## src/rtl/coin_acceptor.sv

```systemverilog
// Coin acceptor: accumulates coin credit, decides purchase/change/refund and
// offers a registered status code to a downstream vending FSM until it is acked.
module coin_acceptor #(
   parameter int PRICE      = 150,
   parameter int MAX_CREDIT = 250
) (
   input  logic       c,
   input  logic       r,
   input  logic       coin_valid,
   input  logic [1:0] coin_type,
   input  logic       cancel,
   input  logic       ack,
   output logic       e1,
   output logic       e2,
   output logic       valid,
   output logic [7:0] change,
   output logic [7:0] credit,
   output logic       coin_rej,
   output logic [1:0] dbg_state_o
);

   // Handshake: valid with {e1,e2}/change is held stable while in OFFER until ack
   // is sampled high; the transfer completes on that edge and valid drops.
   typedef enum logic [1:0] {
      IDLE  = 2'd0,
      ACCUM = 2'd1,
      CHECK = 2'd2,
      OFFER = 2'd3
   } state_t;

   localparam logic [8:0] PRICE_9 = 9'(PRICE);
   localparam logic [8:0] MAX_9   = 9'(MAX_CREDIT);

   state_t     state_q, state_d;
   logic [7:0] credit_q, credit_d;
   logic [7:0] change_q, change_d;
   logic [1:0] code_q, code_d;
   logic       valid_q, valid_d;
   logic       rej_q, rej_d;

   logic [8:0] coin_val;
   logic       coin_legal;
   logic [8:0] sum_9;
   logic [7:0] over_price;
   logic       fits;

   always_comb begin
      coin_val   = 9'd0;
      coin_legal = 1'b1;
      case (coin_type)
         2'b00:   coin_val = 9'd25;
         2'b01:   coin_val = 9'd50;
         2'b10:   coin_val = 9'd100;
         default: coin_legal = 1'b0;
      endcase
   end

   // Sum at 9 bits so a coin that would overflow the 8-bit credit is rejected.
   assign sum_9      = {1'b0, credit_q} + coin_val;
   assign fits       = coin_legal && (sum_9 <= MAX_9);
   assign over_price = credit_q - PRICE_9[7:0];

   always_comb begin
      state_d  = state_q;
      credit_d = credit_q;
      change_d = change_q;
      code_d   = code_q;
      valid_d  = valid_q;
      rej_d    = 1'b0;
      case (state_q)
         IDLE, ACCUM: begin
            if ((state_q == ACCUM) && cancel) begin
               state_d  = OFFER;
               code_d   = 2'b01;
               change_d = credit_q;
               valid_d  = 1'b1;
               rej_d    = coin_valid;
            end else if (coin_valid) begin
               if (fits) begin
                  credit_d = sum_9[7:0];
                  state_d  = CHECK;
               end else begin
                  rej_d = 1'b1;
               end
            end
         end
         CHECK: begin
            rej_d = coin_valid;
            if ({1'b0, credit_q} >= PRICE_9) begin
               state_d  = OFFER;
               change_d = over_price;
               code_d   = (over_price == 8'd0) ? 2'b10 : 2'b11;
               valid_d  = 1'b1;
            end else begin
               state_d = ACCUM;
            end
         end
         OFFER: begin
            rej_d = coin_valid;
            if (ack) begin
               state_d  = IDLE;
               credit_d = 8'd0;
               change_d = 8'd0;
               code_d   = 2'b00;
               valid_d  = 1'b0;
            end
         end
         default: begin
            state_d  = IDLE;
            credit_d = 8'd0;
            change_d = 8'd0;
            code_d   = 2'b00;
            valid_d  = 1'b0;
         end
      endcase
   end

   always_ff @(posedge c or negedge r) begin
      if (!r) begin
         state_q  <= IDLE;
         credit_q <= 8'd0;
         change_q <= 8'd0;
         code_q   <= 2'b00;
         valid_q  <= 1'b0;
         rej_q    <= 1'b0;
      end else begin
         state_q  <= state_d;
         credit_q <= credit_d;
         change_q <= change_d;
         code_q   <= code_d;
         valid_q  <= valid_d;
         rej_q    <= rej_d;
      end
   end

   assign e1          = code_q[1];
   assign e2          = code_q[0];
   assign valid       = valid_q;
   assign change      = change_q;
   assign credit      = credit_q;
   assign coin_rej    = rej_q;
   assign dbg_state_o = state_q;

endmodule

```

## config.mk

```make
export PLATFORM = sky130hd
export DESIGN_NAME = coin_acceptor
export DESIGN_NICKNAME = d
export VERILOG_FILES = /design/src/rtl/coin_acceptor.sv
export SDC_FILE = /design/constraint.sdc
export NUM_CORES = 1
export LEC_CHECK = 0
export BUFFER_PORTS_ARGS = -buffer_cell sky130_fd_sc_hd__buf_2
export CAP_MARGIN = 20
export CORE_ASPECT_RATIO = 0.6
export CORE_UTILIZATION = 50
export DETAILED_ROUTE_END_ITERATION = 10
export PLACE_DENSITY_LB_ADDON = 0.2
export SKIP_CTS_REPAIR_TIMING = 1
export SLEW_MARGIN = 10
export SYNTH_ARGS = -nofsm -noshare
export SYNTH_HDL_FRONTEND = slang
export SYNTH_SLANG_ARGS = --single-unit
```

## constraint.sdc

```tcl
create_clock -name c -period 2.5 [get_ports c]
set_input_delay 0.25 -clock c [delete_from_list [all_inputs] [get_ports c]]
set_output_delay 0.25 -clock c [all_outputs]
set_load 0.02 [all_outputs]
```

==> run_results.csv <==
group,metric,value,unit
sta,fin_skew,3.27,ps
detailed_routing,vias,1511,
logic_synthesis,synth_area,1590,um2
final_layout,layout.cells.most_common_list,"buf_4, buf_2, nand2_1, dfrtp_1, o21ai_0",
final_layout,utilization,0.724,
placement,portBuffers,28,
final_layout,antenna_cells,0,
sta,fmax,387,MHz
placement,routabilityCongestion,0.857,
sta,tns,-351,ps
final_layout,layoutNonFillerInstCount,274,
detailed_routing,postRouteWirelength,4220,um
final_layout,fin_area,2130,um2
critical_path,setup.worst_path.class,"reg -> reg",
logic_synthesis,synth.area.top_cells,"dfrtp_1, ha_1, o21ai_0",
placement,pre_cts_ws,-340,ps
logic_synthesis,netlist_instances,173,
detailed_routing,viasPerCell,5.51,
logic_synthesis,async_reset_ff_frac,1.00,
final_layout,nNetsFinal,254,
logic_synthesis,synth_edf_count,0,
critical_path,arrival,2760,ps
cts,ctsHtreeMaxLevel,1,
detailed_routing,wl_per_cell,15.4,um
critical_path,required,2680,ps
power_and_ir_drop,power,2.63,mW
die,dieArea,3420,um2
die,ios,29,
sta,fin_ws,-81.1,ps
placement,dp_cells,266,
sta,final_hold_viol_count,0,
critical_path,crit_path_end_kind,"flop",
logic_synthesis,ys_ff_latch,22,
die,die_w,74.8,um
global_route,grt_first_pass_wirelength,6220,um
run,cap_violations,0,
logic_synthesis,syn_nets,194,
sta,min_period_over_period,1.03,
critical_path,reg2reg_from,"credit[0]$_DFFE_PN0P_",
sta,setup_viol,9,
cts,cts_tree,"done",
global_route,grt_max_degree,23,
global_route,antenna_found_initial,0,
global_route,track_usage,0.253,
logic_synthesis,ys_warn_count,0,
cts,cts_buffer_depth,2,
detailed_routing,drc,0,
logic_synthesis,yosysUniqueCellTypes,43,
die,core,2950,um2
detailed_routing,drtPass1Iterations,4,
sta,min_period,2580,ps
die,die_h,45.7,um
cts,path_clk_slew,80,ps
logic_synthesis,synth_top_area_share,0.346,
final_layout,final_common_cell,"buf_4",
power_and_ir_drop,p_per_area,1230,nW/um2
worst_hold_path,min_path_type,"in -> reg",
sta,final-max-slew-violation-count,0,
final_layout,drive_gt1_frac,0.366,
global_route,overflow,0,
die,initial_core_util,0.540,
sta,holdWs,212,ps
outcome,status,"complete, but fails checks",
power_and_ir_drop,ir_worst_vdd,630,uV
cts,cts_made_buffers,3,
cts,clock-root-buffer,"clkbuf_8",
logic_synthesis,synthFlopType,"dfrtp_1",
worst_hold_path,hp-start,"coin_valid",
critical_path,crit_fanout,6,
logic_synthesis,yosys.area.top_type,"dfrtp_1",
sta,max_slew_margin,0.540,
logic_synthesis,synth_area_per_cell,9.19,um2
critical_path,startpoint,"credit[0]$_DFFE_PN0P_",
placement,dp_hpwl,3170,um
cts,cts.sinks,22,
final_layout,area_growth,34.2,%
sta,rsz0062_at_grt,"true",
critical_path,start_kind,"flop",
sta,worst_pin_slew,685,ps
detailed_routing,drt-initial-drc-count,118,
cts,worstSkewPairLatency,260,ps
global_route,grt_pass1_vias,1341,
logic_synthesis,yosysSeqAreaShare,0.346,
power_and_ir_drop,p_leak,1.11,nW
outcome,violations,"negative setup slack",
placement,postPlaceCellArea,2010,um2
detailed_routing,antenna_left,0,
die,rows,15,
-- report_power, final --
group          total (mW)  switching (mW)  internal (mW)
Combinational        1.70           0.954          0.748
Clock               0.257           0.117          0.140
Sequential          0.668           0.169          0.499
Total                2.63            1.24           1.39
-- flip-flops by register name, summed over array words and instances (netlist names) --
signal       count
coin_rej         1
code_q           2
dbg_state_o      2
change           8
credit           8
valid            1
-- routing by layer --
metal,vias up,part of all wire,global-route usage
met2,48,0.47,0.431
met5,-,0,0
met1,726,0.47,0.336
li1,731,-,-
met3,6,0.049,0.0487
met4,0,0.0085,0.0642
-- final timing paths --
path	slack [ps]	cells past startpoint	to
setup / recovery	-80	9	credit[5]$_DFFE_PN0P_
hold / removal	210	2	coin_rej$_DFF_PN0_
setup reg to reg	-80	9	credit[5]$_DFFE_PN0P_
hold reg to reg	470	2	change[0]$_DFFE_PN0P_
max in group asynchronous	1650	2	credit[0]$_DFFE_PN0P_
min in group asynchronous	480	2	credit[4]$_DFFE_PN0P_
-- kinds of logic after synthesis --
family          after synthesis  share of synthesized area
simple gates                 50                      0.157
flops                        22                      0.346
buf+inv                      16                     0.0378
mux                          12                     0.0810
fa+ha+maj                    14                      0.115
compound gates               52                      0.220
xor+xnor                      7                     0.0433
-- critical path, stage by stage (launching register included) --
cell	delay, ps
dfrtp_2	430
ha_4	170
fa_2	330
a21o_1	200
a221oi_4	330
xnor2_2	170
nand4_2	140
o31ai_4	300
buf_6	190
mux2i_1	220
-- final cells by class --
cell class                      instances  area, um2
Multi-Input combinational cell        135       1040
Sequential cell                        22        552
Tap cell                               42       52.6
Clock buffer                            4       55.1
Inverter                               10       37.5
Fill cell                             238        812
Timing Repair Buffer                   61        398
-- cells in the mapped netlist, types with 3 or more instances --
| cell type | count |
|---|---|
| a21oi_1 | 11 |
| xnor2_1 | 4 |
| o21ai_0 | 19 |
| a21o_1 | 4 |
| nor2_1 | 9 |
| clkbuf_1 | 6 |
| dfrtp_1 | 22 |
| ha_1 | 13 |
| nor3_1 | 4 |
| nand2_1 | 21 |
| mux2_2 | 3 |
| mux2i_1 | 8 |
| inv_1 | 10 |
(Power assumes the default switching activity.)
